File: src/rtl/mips_pipe_pkg.sv
// Shared MIPS pipeline definitions: instruction field positions and widths,
// the default bubble word, and a helper that splits a word into its fields.
package mips_pipe_pkg;

    localparam int MIPS_INSTR_W = 32;

    localparam int OPCODE_LSB = 26;
    localparam int OPCODE_W   = 6;
    localparam int RS_LSB     = 21;
    localparam int RT_LSB     = 16;
    localparam int RD_LSB     = 11;
    localparam int SHAMT_LSB  = 6;
    localparam int REG_W      = 5;
    localparam int FUNC_LSB   = 0;
    localparam int FUNC_W     = 6;
    localparam int IMM_LSB    = 0;
    localparam int IMM_W      = 16;
    localparam int JADDR_LSB  = 0;
    localparam int JADDR_W    = 26;

    localparam logic [MIPS_INSTR_W-1:0] NOP_INSTR_DEFAULT = 32'h0000_0000;

    typedef struct packed {
        logic [OPCODE_W-1:0] opcode;
        logic [REG_W-1:0]    rs;
        logic [REG_W-1:0]    rt;
        logic [REG_W-1:0]    rd;
        logic [REG_W-1:0]    shamt;
        logic [FUNC_W-1:0]   func;
        logic [IMM_W-1:0]    imm;
        logic [JADDR_W-1:0]  jaddr;
    } mips_fields_t;

    function automatic mips_fields_t mips_decode(input logic [MIPS_INSTR_W-1:0] w);
        mips_fields_t f;
        f.opcode = w[OPCODE_LSB +: OPCODE_W];
        f.rs     = w[RS_LSB     +: REG_W];
        f.rt     = w[RT_LSB     +: REG_W];
        f.rd     = w[RD_LSB     +: REG_W];
        f.shamt  = w[SHAMT_LSB  +: REG_W];
        f.func   = w[FUNC_LSB   +: FUNC_W];
        f.imm    = w[IMM_LSB    +: IMM_W];
        f.jaddr  = w[JADDR_LSB  +: JADDR_W];
        return f;
    endfunction

endpackage

File: src/rtl/if_id_stage_if.sv
// IF->ID boundary bundle: upstream offer/accept, downstream hold/consume,
// decoded fields and the back-pressure counter.
interface if_id_stage_if #(
    parameter int INSTR_W = 32,
    parameter int ADDR_W  = 32,
    parameter int CNT_W   = 16
);
    logic               in_valid;
    logic               in_ready;
    logic [INSTR_W-1:0] instruction;
    logic [ADDR_W-1:0]  PCplus4;
    logic               out_valid;
    logic               out_ready;
    logic [INSTR_W-1:0] IF_ID_Instr;
    logic [5:0]         IF_ID_Opcode;
    logic [4:0]         IF_ID_Rs;
    logic [4:0]         IF_ID_Rt;
    logic [4:0]         IF_ID_Rd;
    logic [4:0]         IF_ID_Shamt;
    logic [5:0]         IF_ID_Func;
    logic [15:0]        IF_ID_Immediate;
    logic [25:0]        IF_ID_Address;
    logic [ADDR_W-1:0]  IF_ID_PCplus4;
    logic [CNT_W-1:0]   stall_cnt;

    // The stage itself.
    modport slave (
        input  in_valid, instruction, PCplus4, out_ready,
        output in_ready, out_valid, IF_ID_Instr, IF_ID_Opcode, IF_ID_Rs, IF_ID_Rt,
               IF_ID_Rd, IF_ID_Shamt, IF_ID_Func, IF_ID_Immediate, IF_ID_Address,
               IF_ID_PCplus4, stall_cnt
    );

    // The surrounding pipeline (fetch on one side, decode on the other).
    modport master (
        output in_valid, instruction, PCplus4, out_ready,
        input  in_ready, out_valid, IF_ID_Instr, IF_ID_Opcode, IF_ID_Rs, IF_ID_Rt,
               IF_ID_Rd, IF_ID_Shamt, IF_ID_Func, IF_ID_Immediate, IF_ID_Address,
               IF_ID_PCplus4, stall_cnt
    );
endinterface

File: src/rtl/if_id_skid_buf.sv
// Two-entry FIFO skid buffer between fetch and decode; main drives the
// outputs, skid absorbs the one word that arrives while main is stalled.
module if_id_skid_buf #(
    parameter int INSTR_W = 32,
    parameter int ADDR_W  = 32
) (
    input  logic               clk,
    input  logic               rst_n,
    input  logic               flush,
    input  logic               in_valid,
    output logic               in_ready,
    input  logic [INSTR_W-1:0] in_instr,
    input  logic [ADDR_W-1:0]  in_pc,
    output logic               out_valid,
    input  logic               out_ready,
    output logic [INSTR_W-1:0] out_instr,
    output logic [ADDR_W-1:0]  out_pc,
    output logic               skid_valid
);
    // A word moves on a side only in a cycle where that side's valid and
    // ready are both high; valid never waits on ready. in_ready is purely
    // the registered skid-empty flag, so out_ready never reaches it.
    logic               main_valid;
    logic [INSTR_W-1:0] main_instr;
    logic [ADDR_W-1:0]  main_pc;
    logic [INSTR_W-1:0] skid_instr;
    logic [ADDR_W-1:0]  skid_pc;
    logic               accept;
    logic               drain;

    assign in_ready  = !skid_valid;
    assign out_valid = main_valid;
    assign out_instr = main_instr;
    assign out_pc    = main_pc;
    assign accept    = in_valid && in_ready;
    assign drain     = main_valid && out_ready;

    always_ff @(posedge clk) begin
        if (!rst_n) begin
            main_valid <= 1'b0;
            main_instr <= '0;
            main_pc    <= '0;
            skid_valid <= 1'b0;
            skid_instr <= '0;
            skid_pc    <= '0;
        end else if (flush) begin
            main_valid <= 1'b0;
            skid_valid <= 1'b0;
        end else if (drain) begin
            if (skid_valid) begin
                // Skid full implies in_ready=0, so nothing can arrive here.
                main_instr <= skid_instr;
                main_pc    <= skid_pc;
                skid_valid <= 1'b0;
            end else if (accept) begin
                main_instr <= in_instr;
                main_pc    <= in_pc;
            end else begin
                main_valid <= 1'b0;
            end
        end else if (accept) begin
            if (main_valid) begin
                skid_instr <= in_instr;
                skid_pc    <= in_pc;
                skid_valid <= 1'b1;
            end else begin
                main_instr <= in_instr;
                main_pc    <= in_pc;
                main_valid <= 1'b1;
            end
        end
    end

endmodule

File: src/rtl/if_id_stage.sv
// IF/ID pipeline register: skid-buffered handshake, MIPS field decode of the
// held word (bubble word when empty), and a saturating back-pressure counter.
module if_id_stage
    import mips_pipe_pkg::*;
#(
    parameter int                 INSTR_W   = 32,
    parameter int                 ADDR_W    = 32,
    parameter int                 CNT_W     = 16,
    parameter logic [INSTR_W-1:0] NOP_INSTR = NOP_INSTR_DEFAULT
) (
    input logic           clk,
    input logic           rst_n,
    input logic           flush,
    if_id_stage_if.slave  bus
);
    logic               main_valid;
    logic               skid_valid;
    logic [INSTR_W-1:0] main_instr;
    logic [ADDR_W-1:0]  main_pc;
    logic [INSTR_W-1:0] held_instr;
    mips_fields_t       fields;
    logic [CNT_W-1:0]   stall_q;

    if_id_skid_buf #(
        .INSTR_W (INSTR_W),
        .ADDR_W  (ADDR_W)
    ) u_skid_buf (
        .clk        (clk),
        .rst_n      (rst_n),
        .flush      (flush),
        .in_valid   (bus.in_valid),
        .in_ready   (bus.in_ready),
        .in_instr   (bus.instruction),
        .in_pc      (bus.PCplus4),
        .out_valid  (main_valid),
        .out_ready  (bus.out_ready),
        .out_instr  (main_instr),
        .out_pc     (main_pc),
        .skid_valid (skid_valid)
    );

    // Decode works on what ID actually sees, so an empty stage decodes the bubble.
    assign held_instr = main_valid ? main_instr : NOP_INSTR;
    assign fields     = mips_decode(held_instr);

    assign bus.out_valid       = main_valid;
    assign bus.IF_ID_Instr     = held_instr;
    assign bus.IF_ID_Opcode    = fields.opcode;
    assign bus.IF_ID_Rs        = fields.rs;
    assign bus.IF_ID_Rt        = fields.rt;
    assign bus.IF_ID_Rd        = fields.rd;
    assign bus.IF_ID_Shamt     = fields.shamt;
    assign bus.IF_ID_Func      = fields.func;
    assign bus.IF_ID_Immediate = fields.imm;
    assign bus.IF_ID_Address   = fields.jaddr;
    assign bus.IF_ID_PCplus4   = main_valid ? main_pc : '0;
    assign bus.stall_cnt       = stall_q;

    // Flush intentionally leaves the counter alone; only reset clears it.
    always_ff @(posedge clk) begin
        if (!rst_n) begin
            stall_q <= '0;
        end else if (main_valid && !bus.out_ready && (stall_q != {CNT_W{1'b1}})) begin
            stall_q <= stall_q + {{(CNT_W-1){1'b0}}, 1'b1};
        end
    end

endmodule

File: src/flat_wrapper.sv
// flat-port wrapper written by rule: the top's interface ports become plain ports
module if_id_stage_flat import mips_pipe_pkg::*;
#(
    parameter int                 INSTR_W   = 32,
    parameter int                 ADDR_W    = 32,
    parameter int                 CNT_W     = 16,
    parameter logic [INSTR_W-1:0] NOP_INSTR = NOP_INSTR_DEFAULT
)
  (clk, rst_n, flush, bus_in_valid, bus_instruction, bus_PCplus4, bus_out_ready, bus_in_ready, bus_out_valid, bus_IF_ID_Instr, bus_IF_ID_Opcode, bus_IF_ID_Rs, bus_IF_ID_Rt, bus_IF_ID_Rd, bus_IF_ID_Shamt, bus_IF_ID_Func, bus_IF_ID_Immediate, bus_IF_ID_Address, bus_IF_ID_PCplus4, bus_stall_cnt);
  if_id_stage_if #(.INSTR_W(INSTR_W), .ADDR_W(ADDR_W), .CNT_W(CNT_W)) bus_i ();
  input logic clk;
  input logic rst_n;
  input logic flush;
  input wire logic [$bits(bus_i.in_valid)-1:0] bus_in_valid;
  input wire logic [$bits(bus_i.instruction)-1:0] bus_instruction;
  input wire logic [$bits(bus_i.PCplus4)-1:0] bus_PCplus4;
  input wire logic [$bits(bus_i.out_ready)-1:0] bus_out_ready;
  output wire logic [$bits(bus_i.in_ready)-1:0] bus_in_ready;
  output wire logic [$bits(bus_i.out_valid)-1:0] bus_out_valid;
  output wire logic [$bits(bus_i.IF_ID_Instr)-1:0] bus_IF_ID_Instr;
  output wire logic [$bits(bus_i.IF_ID_Opcode)-1:0] bus_IF_ID_Opcode;
  output wire logic [$bits(bus_i.IF_ID_Rs)-1:0] bus_IF_ID_Rs;
  output wire logic [$bits(bus_i.IF_ID_Rt)-1:0] bus_IF_ID_Rt;
  output wire logic [$bits(bus_i.IF_ID_Rd)-1:0] bus_IF_ID_Rd;
  output wire logic [$bits(bus_i.IF_ID_Shamt)-1:0] bus_IF_ID_Shamt;
  output wire logic [$bits(bus_i.IF_ID_Func)-1:0] bus_IF_ID_Func;
  output wire logic [$bits(bus_i.IF_ID_Immediate)-1:0] bus_IF_ID_Immediate;
  output wire logic [$bits(bus_i.IF_ID_Address)-1:0] bus_IF_ID_Address;
  output wire logic [$bits(bus_i.IF_ID_PCplus4)-1:0] bus_IF_ID_PCplus4;
  output wire logic [$bits(bus_i.stall_cnt)-1:0] bus_stall_cnt;
  assign bus_i.in_valid = bus_in_valid;
  assign bus_i.instruction = bus_instruction;
  assign bus_i.PCplus4 = bus_PCplus4;
  assign bus_i.out_ready = bus_out_ready;
  assign bus_in_ready = bus_i.in_ready;
  assign bus_out_valid = bus_i.out_valid;
  assign bus_IF_ID_Instr = bus_i.IF_ID_Instr;
  assign bus_IF_ID_Opcode = bus_i.IF_ID_Opcode;
  assign bus_IF_ID_Rs = bus_i.IF_ID_Rs;
  assign bus_IF_ID_Rt = bus_i.IF_ID_Rt;
  assign bus_IF_ID_Rd = bus_i.IF_ID_Rd;
  assign bus_IF_ID_Shamt = bus_i.IF_ID_Shamt;
  assign bus_IF_ID_Func = bus_i.IF_ID_Func;
  assign bus_IF_ID_Immediate = bus_i.IF_ID_Immediate;
  assign bus_IF_ID_Address = bus_i.IF_ID_Address;
  assign bus_IF_ID_PCplus4 = bus_i.IF_ID_PCplus4;
  assign bus_stall_cnt = bus_i.stall_cnt;
  if_id_stage #(.INSTR_W(INSTR_W), .ADDR_W(ADDR_W), .CNT_W(CNT_W), .NOP_INSTR(NOP_INSTR)) u_core (.clk(clk), .rst_n(rst_n), .flush(flush), .bus(bus_i));
endmodule
File: config.mk
export PLATFORM = sky130hd
export DESIGN_NAME = if_id_stage_flat
export DESIGN_NICKNAME = d
export VERILOG_FILES = /design/src/rtl/mips_pipe_pkg.sv /design/src/rtl/if_id_stage_if.sv /design/src/rtl/if_id_skid_buf.sv /design/src/rtl/if_id_stage.sv /design/src/flat_wrapper.sv
export SDC_FILE = /design/constraint.sdc
export NUM_CORES = 1
export LEC_CHECK = 0
export ABC_AREA = 1
export BUFFER_PORTS_ARGS = -buffer_cell sky130_fd_sc_hd__buf_2
export CAP_MARGIN = 20
export CORE_MARGIN = 10
export CORE_UTILIZATION = 26
export CTS_CLUSTER_DIAMETER = 120
export DETAILED_ROUTE_END_ITERATION = 12
export PLACE_DENSITY = 0.56
export SYNTH_ARGS = -nofsm -noshare
export SYNTH_HDL_FRONTEND = slang
export SYNTH_SLANG_ARGS = --single-unit
File: constraint.sdc
create_clock -name clk -period 2.4 [get_ports clk]
set_input_delay 0.48 -clock clk [delete_from_list [all_inputs] [get_ports clk]]
set_output_delay 0.48 -clock clk [all_outputs]
set_load 0.02 [all_outputs]
# Word-level counts from Yosys, hierarchy flattened
# Index checks and enable logic that the tools add are counted.
word_totals:
  wordCells: 45
  inputBits: 69
  ff_bits: 146
op_classes:
  n_eq_ne: 4
  reduce_logical: 14
  bitwise: 3
  addsub: 1
  mux: 16
op_table:
  columns: ["cell", "n"]
  rows:
  - ["$mux 32", 12]
  - ["$add 16x1->16 const B", 1]
  - ["$ne 16x16->1 const B", 1]
  - ["$reduce_and 4->1", 2]
  - ["$logic_and 1x1->1", 4]
  - ["$mux 1", 4]
  - ["$ne 2x2->1 const B", 2]
  - ["$reduce_bool 2->1", 2]
  - ["$not 1->1", 3]
  - ["$reduce_and 3->1", 1]
  - ["$reduce_or 3->1", 1]
  - ["$logic_not 1->1", 2]
  - ["$ne 2x1->1 const B", 1]
  - ["$reduce_and 2->1", 1]
  - ["$reduce_or 2->1", 1]

# Depth between registers and ports, before layout
logic_depth:
  word_depth: 5
  ltp_mapped: 9
  depth_no_buf: 9

# Modules after synthesis
# A second synthesis with hierarchy kept.
unflattened:
  hier_cells: 1274
  area_unflattened_um2: 7842.5
by_module_without_submodules:
  columns: ["mod", "cells_per_inst", "seq_area_each_um2", "instances", "area_per_inst_um2"]
  rows:
  - ["if_id_skid_buf", 917, 2602.5, 1, 5838.1]
  - ["if_id_stage", 357, 320.3, 1, 2004.4]

# Least setup slack after synthesis
# OpenSTA, ideal clock, no wires.
synth_path:
  kind: "flip-flop to output port"
  startpoint: "register u_core.u_skid_buf.main_valid (netlist: u_core.u_skid_buf.out_valid)"
  endpoint: "output port bus_IF_ID_Func[1]"
  stages_incl_launch_ff: 6
  required_time_ns: 1.920
  t_arrival_ns: 1.543
  path_slack_ns: 0.377
  path_cell_list: "dfxtp_1 clkbuf_1 buf_1 nand2_1 inv_1 buf_4"
synth_between:
  elab_chain_len: 1
synth_rtl:
  columns: ["item", "line", "source"]
  rows:
  - ["from (decl)", "if_id_skid_buf.sv:23", "logic main_valid;"]
  - ["from (signal assigned)", "if_id_skid_buf.sv:40", "main_valid <= 1'b0;"]
  - ["from (signal assigned)", "if_id_skid_buf.sv:47", "main_valid <= 1'b0;"]
  - ["from (signal assigned)", "if_id_skid_buf.sv:59", "main_valid <= 1'b0;"]
  - ["$mux 32", "if_id_stage.sv:43", "assign held_instr = main_valid ? main_instr : NOP_INSTR;"]
  - ["to (decl)", "flat_wrapper.sv:26", "output wire logic [$bits(bus_i.IF_ID_Func)-1:0] bus_IF_ID_Func;"]
# Every way passes these cells.

# Final worst setup path
layout_path:
  startpoint: "register u_core.u_skid_buf.main_valid (netlist: u_core.u_skid_buf.out_valid)"
  endpoint: "output port bus_IF_ID_Address[11]"
layout_between:
  elab_chain_len: 1
layout_rtl:
  columns: ["item", "line", "source"]
  rows:
  - ["$mux 32", "if_id_stage.sv:43", null]
  - ["to (decl)", "flat_wrapper.sv:28", "output wire logic [$bits(bus_i.IF_ID_Address)-1:0] bus_IF_ID_Address;"]
# Every way passes these cells.

==> results.sh <==
export IMPL_ys_warn_count=0
export IMPL_cts_root_buf="clkbuf_16"
export IMPL_fin_crit_ps=1950
export IMPL_io_pin_count=225
export IMPL_fin_worst_skew_ps=8.42
export IMPL_drc=0
export IMPL_r2r_start="u_core.u_skid_buf.out_valid$_SDFFE_PP0P_"
export IMPL_critPathLaunchType="flop"
export IMPL_p_leak_uw=0.00451
export IMPL_cts_tree="done"
export IMPL_layout_cells_non_filler=1602
export IMPL_max_freq_mhz=513
export IMPL_hpwl_um=14900
export IMPL_vias_per_cell=4.31
export IMPL_place_inst=1570
export IMPL_fillers=3001
export IMPL_drive_above_1_share_pct=22.7
export IMPL_grt_pass1_vias=6581
export IMPL_fin_nets=1287
export IMPL_path_class="reg -> out"
export IMPL_crit_family="buffers and inverters"
export IMPL_initial_core_util_pct=26.6
export IMPL_grt_usage_pct=12.0
export IMPL_die_w_um=186
export IMPL_max_cap_violations=0
export IMPL_port_buffers=224
export IMPL_htreeDepth=4
export IMPL_path_clk_slew_ps=60
export IMPL_fp_row_count=60
export IMPL_postCtsHoldBufs=0
export IMPL_setup_viol=0
export IMPL_cts_resized=0
export IMPL_wl_per_cell_um=13.5
export IMPL_required_ps=1920
export IMPL_async_flop_share_pct=0
export IMPL_mostFrequentLayoutCell="buf_2"
export IMPL_crit_buf_inv=3
export IMPL_total_power_uw=5730
export IMPL_antenna_found_initial=1
export IMPL_drv_slew=0
export IMPL_cts_made_buffers=17
export IMPL_avgSynthCellArea_um2=6.54
export IMPL_final_antenna_net_count=0
export IMPL_final_cell_mix="buf_2, nor2_1, nand2_1, dfxtp_1, o21ai_0"
export IMPL_hp_class="in -> reg"
export IMPL_syn_nets=1170
export IMPL_die_h_um=186
export IMPL_synth_main_ff_cell="dfxtp_1"
export IMPL_cts_sinks=146
export IMPL_cts_max_path_buffers=2
export IMPL_ys_types=22
export IMPL_finalHoldViolations=0
export IMPL_sequentialPowerShare_pct=44.7
export IMPL_status="finished clean"
export IMPL_p_per_area_nw_per_um2=660
export IMPL_grt_pass1_wl_um=35100
export IMPL_gp_congestion=0.765
export IMPL_switchingPower_uw=1470
export IMPL_crit_fanout=47
export IMPL_p_sw_share_pct=25.7
export IMPL_grt_start_max_net_pins=101
export IMPL_grt_ovfl_total=0
export IMPL_postCtsSetupBuffers=0
export IMPL_synthToLayoutAreaGrowth_pct=20.7
export IMPL_cpPeakStageDelay_ps=390
export IMPL_vias=6900
export IMPL_ys_ff_latch=146
export IMPL_peakVddDrop_mv=0.281
export IMPL_synth_area_um2=7200
export IMPL_combinationalPowerShare_pct=8.8
export IMPL_finalCritPeriodShare_pct=81.2
export IMPL_crit_arrival_ps=1470
export IMPL_drtIter0Drc=379
export IMPL_power_internal_uw=4260
export IMPL_tns_ps=0
export IMPL_coreArea_um2=27100
export IMPL_crit_start="u_core.u_skid_buf.out_valid$_SDFFE_PP0P_"
export IMPL_tightest_slew_ps=560
export IMPL_diodes=0
export IMPL_wirelength_um=21600
export IMPL_rsz0062_at_grt="false"
export IMPL_cp_cell_sequence="buf_12, nand2_1, inv_1, buf_2"
export IMPL_die_area_um2=34700
export IMPL_holdCritStartpoint="bus_PCplus4[5]"
export IMPL_synth_edff_count=0
export IMPL_slowest_stage="dfxtp_2"
export IMPL_end_kind="output pin"
export IMPL_clk_latency_ps=410
export IMPL_relSlewSlack_pct=62.6
export IMPL_power_frac_clock_pct=46.5
export IMPL_firstDrtPassIters=5
export IMPL_syn_inst=1100
export IMPL_ys_seq_area_share_pct=40.6
-- per-stage QoR --
step | worst slack (ps) | hold WS (ps) | area, um^2 | util (%)
floorplan | 377 | 425 | 7200 | -
global placement | 623 | 431 | 8110 | 29.9
detailed placement | 619 | 439 | 8110 | 29.9
CTS | 407 | 289 | 8690 | 32.1
global route | 319 | 317 | 8690 | 32.1
finish | 450 | 314 | 8690 | 32.1
-- cells in the mapped netlist (2+ instances only) --
cell	n	share of area, %
a21oi_1	47	3.3
buf_1	5	0.26
nor3_1	4	0.28
dfxtp_1	146	41
nor2_1	222	12
inv_1	117	6.1
nand3_1	40	2.8
clkbuf_1	35	1.8
o21ai_0	132	9.2
o21ai_1	40	2.8
inv_2	5	0.26
buf_2	15	1.0
nand2_1	197	10
buf_4	82	8.6
nand2_2	2	0.17
clkbuf_2	3	0.21
nand4_1	3	0.26
-- registers in the layout, indices dropped and copies added, names as in the netlist --
| register | count |
|---|---|
| u_core.bus.stall_cnt | 16 |
| u_core.u_skid_buf.out_instr | 32 |
| u_core.u_skid_buf.out_pc | 32 |
| u_core.u_skid_buf.out_valid | 1 |
| u_core.u_skid_buf.skid_instr | 32 |
| u_core.u_skid_buf.skid_pc | 32 |
| u_core.u_skid_buf.skid_valid | 1 |
-- path summary, 6_finish.rpt --
kind         slack, ps                                             to  depth (start not counted)
max                450                          bus_IF_ID_Address[11]                          4
min                310      u_core.u_skid_buf.skid_pc[5]$_SDFFE_PN0P_                          3
max reg2reg        590      u_core.u_skid_buf.out_pc[21]$_SDFFE_PN0P_                          7
min reg2reg        450  u_core.u_skid_buf.skid_instr[17]$_SDFFE_PN0P_                          2
-- power groups by stage --
| stage | Clock [uW] | Combinational, uW | Sequential (uW) |
|---|---|---|---|
| floorplan | 0 | 352 | 2600 |
| detailed placement | 0 | 513 | 2620 |
| CTS | 2740 | 514 | 2560 |
| finish | 2670 | 507 | 2560 |
| global placement | 0 | 506 | 2610 |
| global route | 2850 | 582 | 2570 |
-- cells by family (layout without fill, tap and decap cells) --
logic type	after synthesis	count (layout)	synth area share, %
buf+inv	263	393	18.3
compound gates	220	220	15.3
simple gates	469	469	25.4
fa+ha+maj	1	1	0.174
xor+xnor	1	1	0.122
flops	146	146	40.6
-- metal layers --
metal	global-route usage (%)	wire (um)	vias to the layer above	share of wire (%)
li1	-	-	3577	-
met1	15.2	10200	3117	47
met2	19.4	9690	193	45
met3	3.69	1590	11	7.3
met4	3.41	169	2	0.78
met5	0	13	-	0.060
-- worst register-to-register path: stages (launching register included) --
cell and delay, ps:
dfxtp_2 390, buf_4 250, inv_2 60, o21ai_1 200
nand3_2 140, buf_4 290, o21ai_0 300, nor2_1 70
-- final cells by class --
type / count / area [um^2] / area share, %
clock buffer: 20 / 447 / 5.14
clock inverter: 12 / 133 / 1.53
inverter: 123 / 464 / 5.34
multi-input combinational: 691 / 2980 / 34.3
sequential: 146 / 2920 / 33.6
tap: 372 / 465 / 5.36
timing repair buffer: 238 / 1280 / 14.7
(Power assumes the default switching activity.)
